<file path="config.mk">
export PLATFORM = sky130hd
export DESIGN_NAME = rob_sn_alloc
export DESIGN_NICKNAME = d
export VERILOG_FILES = /design/src/rtl/rob_sn_alloc.sv
export SDC_FILE = /design/constraint.sdc
export NUM_CORES = 1
export LEC_CHECK = 0
export BUFFER_PORTS_ARGS = -buffer_cell sky130_fd_sc_hd__buf_4
export CORE_ASPECT_RATIO = 1.4
export CORE_MARGIN = 5
export CORE_UTILIZATION = 30
export DETAILED_ROUTE_END_ITERATION = 10
export PLACE_DENSITY = 0.63
export SETUP_SLACK_MARGIN = 0.1
export SYNTH_ARGS = -nofsm -noshare
export SYNTH_HDL_FRONTEND = slang
export SYNTH_SLANG_ARGS = --single-unit
</file>
<file path="constraint.sdc">
create_clock -name clk -period 7.9 [get_ports clk]
set_clock_uncertainty 0.05 [all_clocks]
set_input_delay 1.975 -clock clk [delete_from_list [all_inputs] [get_ports clk]]
set_output_delay 1.975 -clock clk [all_outputs]
set_load 0.02 [all_outputs]
</file>
<file path="src/rtl/rob_sn_alloc.sv">
// rob_sn_alloc: hands out ROB sequence numbers in program order and reclaims them in order on retire.
// Optional macro ROB_SN_ALLOC_BYPASS_EN: while full, a same-cycle retire frees its slot for an immediate grant.
module rob_sn_alloc #(
   parameter int p_depth    = 8,
   parameter int p_ptrwidth = $clog2(p_depth)
) (
   input  logic                  clk,
   input  logic                  rst,
   input  logic                  alloc_req,
   output logic                  alloc_gnt,
   output logic [p_ptrwidth-1:0] alloc_sn,
   input  logic                  release_en,
   output logic [p_ptrwidth-1:0] release_sn,
   output logic [p_ptrwidth:0]   count,
   output logic                  empty,
   output logic                  full,
   input  logic                  drain_req,
   output logic                  drain_done
);

   typedef enum logic [1:0] {RUN, DRAIN, DONE} state_t;

   state_t                state, state_nxt;
   logic [p_ptrwidth-1:0] alloc_ptr, rel_ptr;
   logic                  rel_valid;
   logic                  can_issue;

   assign empty      = (count == '0);
   assign full       = (count == (p_ptrwidth+1)'(p_depth));
   assign rel_valid  = release_en & ~empty;
   assign can_issue  = alloc_req & (state == RUN);
   assign alloc_sn   = alloc_ptr;
   assign release_sn = rel_ptr;
   assign drain_done = (state == DONE);

`ifdef ROB_SN_ALLOC_BYPASS_EN
   // While full, a valid release in the same cycle hands its slot straight to the requester.
   assign alloc_gnt = can_issue & (~full | rel_valid);
`else
   assign alloc_gnt = can_issue & ~full;
`endif

   // Pointers wrap naturally at p_depth because p_depth is a power of two.
   always_ff @(posedge clk) begin
      if (rst) begin
         alloc_ptr <= '0;
         rel_ptr   <= '0;
         count     <= '0;
         state     <= RUN;
      end else begin
         if (alloc_gnt) alloc_ptr <= alloc_ptr + p_ptrwidth'(1);
         if (rel_valid) rel_ptr   <= rel_ptr + p_ptrwidth'(1);
         case ({alloc_gnt, rel_valid})
            2'b10:   count <= count + (p_ptrwidth+1)'(1);
            2'b01:   count <= count - (p_ptrwidth+1)'(1);
            default: count <= count;
         endcase
         state <= state_nxt;
      end
   end

   // DRAIN exits on the registered count, so drain_done trails the final retire by one cycle.
   always_comb begin
      state_nxt = state;
      case (state)
         RUN:     if (drain_req) state_nxt = DRAIN;
         DRAIN:   if (empty)     state_nxt = DONE;
         DONE:    state_nxt = RUN;
         default: state_nxt = RUN;
      endcase
   end

endmodule

</file>
==> summary.md, run 1 <==
| Metric | Value |
|---|---|
| Outcome | `finished clean` |
| Hold Crit Start | `state[1]$_SDFFE_PP0P_` |
| Crit path time final | `4.39 ns` |
| Yosys cell types | `22` |
| Sw frac | `43.2%` |
| Mapped Nets | `78` |
| First-pass GRT wire length | `1.91 mm` |
| Met3 usage | `1.71%` |
| Total number of vias | `519` |
| Total GRT Usage | `8.45%` |
| Placer congestion estimate | `0.681` |
| # IOs | `19` |
| Met1 Use GR | `9.88%` |
| Class of the worst hold path | `reg -> reg` |
| NetSw | `0.000141 W` |
| P&R area growth vs syn | `30.9%` |
| RSZ-0062 raised after global routing | `false` |
| Vias/cell | `4.81` |
| Logic pwr share | `55.0%` |
| Layout Nets | `99` |
| Pleak | `0.388 nW` |
| Port bufs | `18` |
| Root Driver | `clkbuf_4` |
| Max Fclk | `228 MHz` |
| Skew-Pair Late Insertion Delay | `0.26 ns` |
| Crit path kind | `in -> out` |
| HPWL after detailed placement | `987 microns` |
| Maximum root-to-sink buffer count | `2` |
| Vias in the first global route | `466` |
| FP Rows | `19` |
| Yosys top cell area share | `39.3%` |
| Setup tns final | `0 ns` |
| Non-Filler Instances | `108` |
| Pint | `0.000185 W` |
| Cts bufs inserted | `3` |
| Syn avg cell area | `9.13 sq um` |
| Relative slew slack | `76.9%` |
| Worst slew pin tran | `0.338 ns` |
| Max-slew violation count | `0` |
| Total wire length | `1.21 mm` |
| Initial core utilization | `31.4%` |
| Util after Layout | `41.1%` |
| Req. time, crit path | `5.88 ns` |
| Part of the Yosys area used for sequential elements | `39.3%` |
| Drt first-iter violations | `5` |
| YS warnings | `0` |
| Dpl cell area | `764 sq um` |
| Most frequent cells in the layout | `buf_4 (18), nor2_1 (12), dfxtp_1 (12)` |
| Die Y | `63.4 microns` |
| WHS Path Cells | `1` |
| Synth top area cells | `dfxtp_1 (39%), ha_1 (10%), xor2_1 (8.6%), nor2_1 (7.4%), a21oi_1 (4.9%)` |
| Antenna Nets Post-Route | `0` |
| Max cap viols | `0` |
| CTS tree | `yes` |
| Core area | `0.00195 sq mm` |
| Clk pwr share | `14.6%` |
| R2r setup slk | `5.18 ns` |
| Worst-path clk slew | `0.07 ns` |
| Most common cell after layout, fill and taps aside | `buf_4` |
| WL per Instance | `11.2 microns` |
| ANT cells | `0` |
| Startpoint types | `input pin` |
| Drt first pass iters | `2` |
| Post-cts sizing count | `0` |
| GRT Max-Usage Layer | `met2` |
| H-tree Lvls | `1` |
| PD cells | `407 mW/mm^2` |
| Worst R2R Path Depth | `9` |
| Mapped cell area | `612 sq um` |
| CTS Sinks | `12` |
| Hold buffers post-CTS | `0` |
| Largest area contributor in the netlist | `dfxtp_1` |
| Yosys reg bits | `12` |
| Final instance area | `801 sq um` |
| Reg2Reg Launch Point | `count[0]$_SDFFE_PP0P_` |
| Total chip power | `0.000326 W` |
| Layout cells sized above 1 | `28.7%` |
| DIE WIDTH | `48.2 microns` |
| Sequential share of power | `30.4%` |
| CP Capture Type | `primary output` |
| Peak VDD IR | `142 uV` |
| Reg2reg end | `count[3]$_SDFFE_PP0P_` |
| Largest net degree at the start of global routing | `13` |
| Die area | `0.00306 sq mm` |
| Final setup fails | `0` |
| Setup Fix Bufs, Post-CTS | `0` |
| Global route overflow | `0` |
| Initial antenna violation count | `0` |
| Inst Count DP | `104` |
| Critical path fanouts, max | `4` |
| Cells after Synth | `67` |
| Met2 Use GR | `13.2%` |
| Residual DRC | `0` |
| Worst EP arrival | `2.37 ns` |
| Part of the cycle the worst path needs | `55.6%` |
| Hold path endpoint | `state[1]$_SDFFE_PP0P_` |
| Final hold violations | `0` |
-- power groups by stage --
| stage | Sequential [W] | Combinational, W | Clock (W) |
|---|---|---|---|
| floorplan | 0.000113 | 0.000109 | 0 |
| global placement | 0.0000995 | 0.000179 | 0 |
| detailed placement | 0.000101 | 0.000182 | 0 |
| CTS | 0.0000993 | 0.000182 | 0.0000492 |
| global route | 0.000102 | 0.000200 | 0.0000533 |
| finish | 0.0000992 | 0.000179 | 0.0000476 |
-- stage by stage --
step                      hold WS [ns]  worst slack [ns]
after global placement           0.397              3.52
after global routing             0.444              3.50
after detailed placement         0.406              3.50
after floorplan                  0.380              3.68
final                            0.413              3.51
after CTS                        0.418              3.51
-- cells in the mapped netlist --
master,count
a2111oi_0,1
a21oi_1,6
and3_1,1
buf_2,1
clkbuf_1,1
dfxtp_1,12
fa_1,1
ha_1,5
inv_1,7
mux2i_1,1
nand2_1,2
nand3_1,3
nand3_4,1
nand4_1,1
nor2_1,12
nor2b_1,1
nor4b_1,1
o31ai_1,1
or4_1,1
or4_4,1
or4b_4,1
xor2_1,6
-- worst max-delay path, cell delays in order --
cell and delay [ns]:
buf_4 0.12, nand3_4 0.07, inv_1 0.05, buf_4 0.15
-- final cells by class --
| type | instances | area [sq um] |
|---|---|---|
| Fill cell | 205 | 1150 |
| Multi-Input combinational cell | 46 | 337 |
| Sequential cell | 12 | 240 |
| Timing Repair Buffer | 18 | 135 |
| Clock buffer | 4 | 36.3 |
| Inverter | 7 | 26.3 |
| Tap cell | 21 | 26.3 |
-- sequential cells by signal, summed over array words and instances (netlist names) --
name and count:
count 4, alloc_sn 3, release_sn 3, state 2
-- cells by family (layout without fill, tap and decap cells) --
group,Yosys count,after routing,synth area share [%]
buf+inv,9,29,5.73
mux,1,1,1.64
compound gates,8,8,7.57
xor+xnor,6,6,8.59
flops,12,12,39.3
fa+ha+maj,6,6,13.5
simple gates,25,25,23.7
-- routing by layer --
layer  up-vias  routed length [microns]
met4         0                       23
met1       235                      521
met2        16                      568
met5         -                        0
met3         2                       92
li1        266                        -
-- worst max path at each step --
stage	startpoint	end	cells past startpoint
2_1_floorplan	alloc_req	alloc_gnt	2
3_3_place_gp	alloc_req	alloc_gnt	4
3_5_place_dp	alloc_req	alloc_gnt	4
4_1_cts	alloc_req	alloc_gnt	4
5_1_grt	alloc_req	alloc_gnt	4
6_report	alloc_req	alloc_gnt	4
No activity file was read; power rests on OpenSTA's default activity.
==> inputs of run 2 (changes only) <==
clock period = 4.45 ns   (was 7.9 ns; I/O delays follow)
==> run 2 against run 1 <==
Compared with the run above: total power is 78% higher; highest routed layer unchanged; utilization is the same; sequential cell count unchanged.
==> summary.md, run 2 (same netlist as run 1, synthesis figures left out) <==
| Metric | Value |
|---|---|
| Global route overflow | `0` |
| Outcome | `finished clean` |
| Register Area | `240 sq um` |
| Total GRT Usage | `9.50%` |
| CP dominant cell by count | `a21oi_1` |
| Skew-Pair Late Insertion Delay | `0.27 ns` |
| Setup tns final | `0 ns` |
| HPWL after detailed placement | `1.03 mm` |
| Total wire length | `1.28 mm` |
| Worst EP arrival | `2.87 ns` |
| Crit path kind | `reg -> reg` |
| PD cells | `725 mW/mm^2` |
| Req. time, crit path | `4.60 ns` |
| Antenna Nets Post-Route | `0` |
| Max stage delay cell, worst path | `or4_4` |
| Max cap viols | `0` |
| Critical path cell sequence | `or4_4 > nand2_1 > inv_1 > ha_1 > ha_1 > a21oi_1 > a21oi_1 > or4_1 > a21oi_1` |
| Largest net degree at the start of global routing | `13` |
| Setup Fix Bufs, Post-CTS | `0` |
| Dpl cell area | `764 sq um` |
| Vias in the first global route | `489` |
| ANT cells | `0` |
| WL per Instance | `11.9 microns` |
| Max reg flops | `4` |
| CTS tree | `yes` |
| Wire length on met3 | `101 microns` |
| Worst stage delay on the critical path | `0.57 ns` |
| Vias/cell | `4.78` |
| Root Driver | `clkbuf_4` |
| Part of the cycle the worst path needs | `61.1%` |
| Final setup fails | `0` |
| Placer congestion estimate | `0.721` |
| Startpoint types | `flip-flop` |
| Met1 WL | `507 microns` |
| Cts bufs inserted | `3` |
| Core area | `0.00195 sq mm` |
| Drt first pass iters | `3` |
| Hold buffers post-CTS | `0` |
| Largest reg by FF count | `count` |
| Most frequent cells in the layout | `buf_4 (18), nor2_1 (12), dfxtp_1 (12)` |
| Port bufs | `18` |
| CP Capture Type | `flip-flop` |
| WL met2 | `657 microns` |
| Worst-path clk slew | `0.08 ns` |
| Drt first-iter violations | `2` |
| Final instance area | `801 sq um` |
| P&R area growth vs syn | `30.9%` |
| Die area | `0.00306 sq mm` |
| Critical path fanouts, max | `6` |
| Crit path time final | `2.72 ns` |
| Initial antenna violation count | `0` |
| # IOs | `19` |
| Most common cell after layout, fill and taps aside | `buf_4` |
| Final hold violations | `0` |
| CTS Sinks | `12` |
| Relative slew slack | `77.0%` |
| Class of the worst hold path | `reg -> reg` |
| Crit-path leading delay family | `simple AND/OR/NAND/NOR gates` |
| Fill cells | `209` |
| Layout cells sized above 1 | `28.7%` |
| Layout Nets | `99` |
| H-tree Lvls | `1` |
| Max-slew violation count | `0` |
| Buf+Inv Stages, Crit Path | `1` |
| DR top layer | `met4` |
| Area taken by multi-input logic gates | `337 sq um` |
| Peak VDD IR | `231 uV` |
| Maximum root-to-sink buffer count | `2` |
| Total number of vias | `516` |
| RSZ-0062 raised after global routing | `false` |
| Residual DRC | `0` |
| Initial core utilization | `31.4%` |
| First-pass GRT wire length | `2.14 mm` |
| Post-cts sizing count | `0` |
| Die Y | `63.4 microns` |
| Worst slew pin tran | `0.336 ns` |
| Pleak | `0.388 nW` |
| DIE WIDTH | `48.2 microns` |
| FP Rows | `19` |
| Max Fclk | `368 MHz` |
## run 2: power by group
part | total, W | internal, W | switching, W
registers | 0.000175 | 0.000138 | 0.0000369
logic | 0.000320 | 0.000141 | 0.000179
clock network | 0.0000853 | 0.0000497 | 0.0000356
total | 0.000581 | 0.000329 | 0.000252
## run 2: worst register-to-register path: stages (launching register included)
cell     delay, ns
dfxtp_1       0.38
or4_4         0.57
nand2_1       0.14
inv_1         0.06
ha_1          0.23
ha_1          0.35
a21oi_1       0.17
a21oi_1       0.10
or4_1         0.47
a21oi_1       0.15
## run 2: layer usage
layer / GRT usage [%] / vias to the layer above
met2: 16.2 / 16
met5: 0 / -
li1: - / 266
met3: 1.71 / 2
met1: 10.2 / 232
met4: 5.05 / 0
## run 2: worst paths after layout
check                                      startpoint                     to  slack, ns  cells past startpoint
worst max-delay path            count[0]$_SDFFE_PP0P_  count[3]$_SDFFE_PP0P_       1.73                      9
worst min-delay path            state[1]$_SDFFE_PP0P_  state[1]$_SDFFE_PP0P_       0.41                      1
worst max register to register  count[0]$_SDFFE_PP0P_  count[3]$_SDFFE_PP0P_       1.73                      9
worst min register to register  state[1]$_SDFFE_PP0P_  state[1]$_SDFFE_PP0P_       0.41                      1
## run 2: through the flow
step	total power, W	utilization (%)	hold WS [ns]	std cells	setup slack, ns
final	0.000581	41.1	0.407	108	1.73
after global routing	0.000637	41.1	0.473	108	1.56
after CTS	0.000592	41.1	0.406	108	1.70
after detailed placement	0.000503	39.2	0.398	104	1.49
after global placement	0.000492	39.2	0.398	104	1.56
after floorplan	0.000395	-	0.380	67	1.76
## run 2: cell type report
class	instances	area share (%)
Inverter	7	3.28
Tap cell	21	3.28
Timing Repair Buffer	18	16.9
Sequential cell	12	30.0
Clock buffer	4	4.53
Multi-Input combinational cell	46	42.0
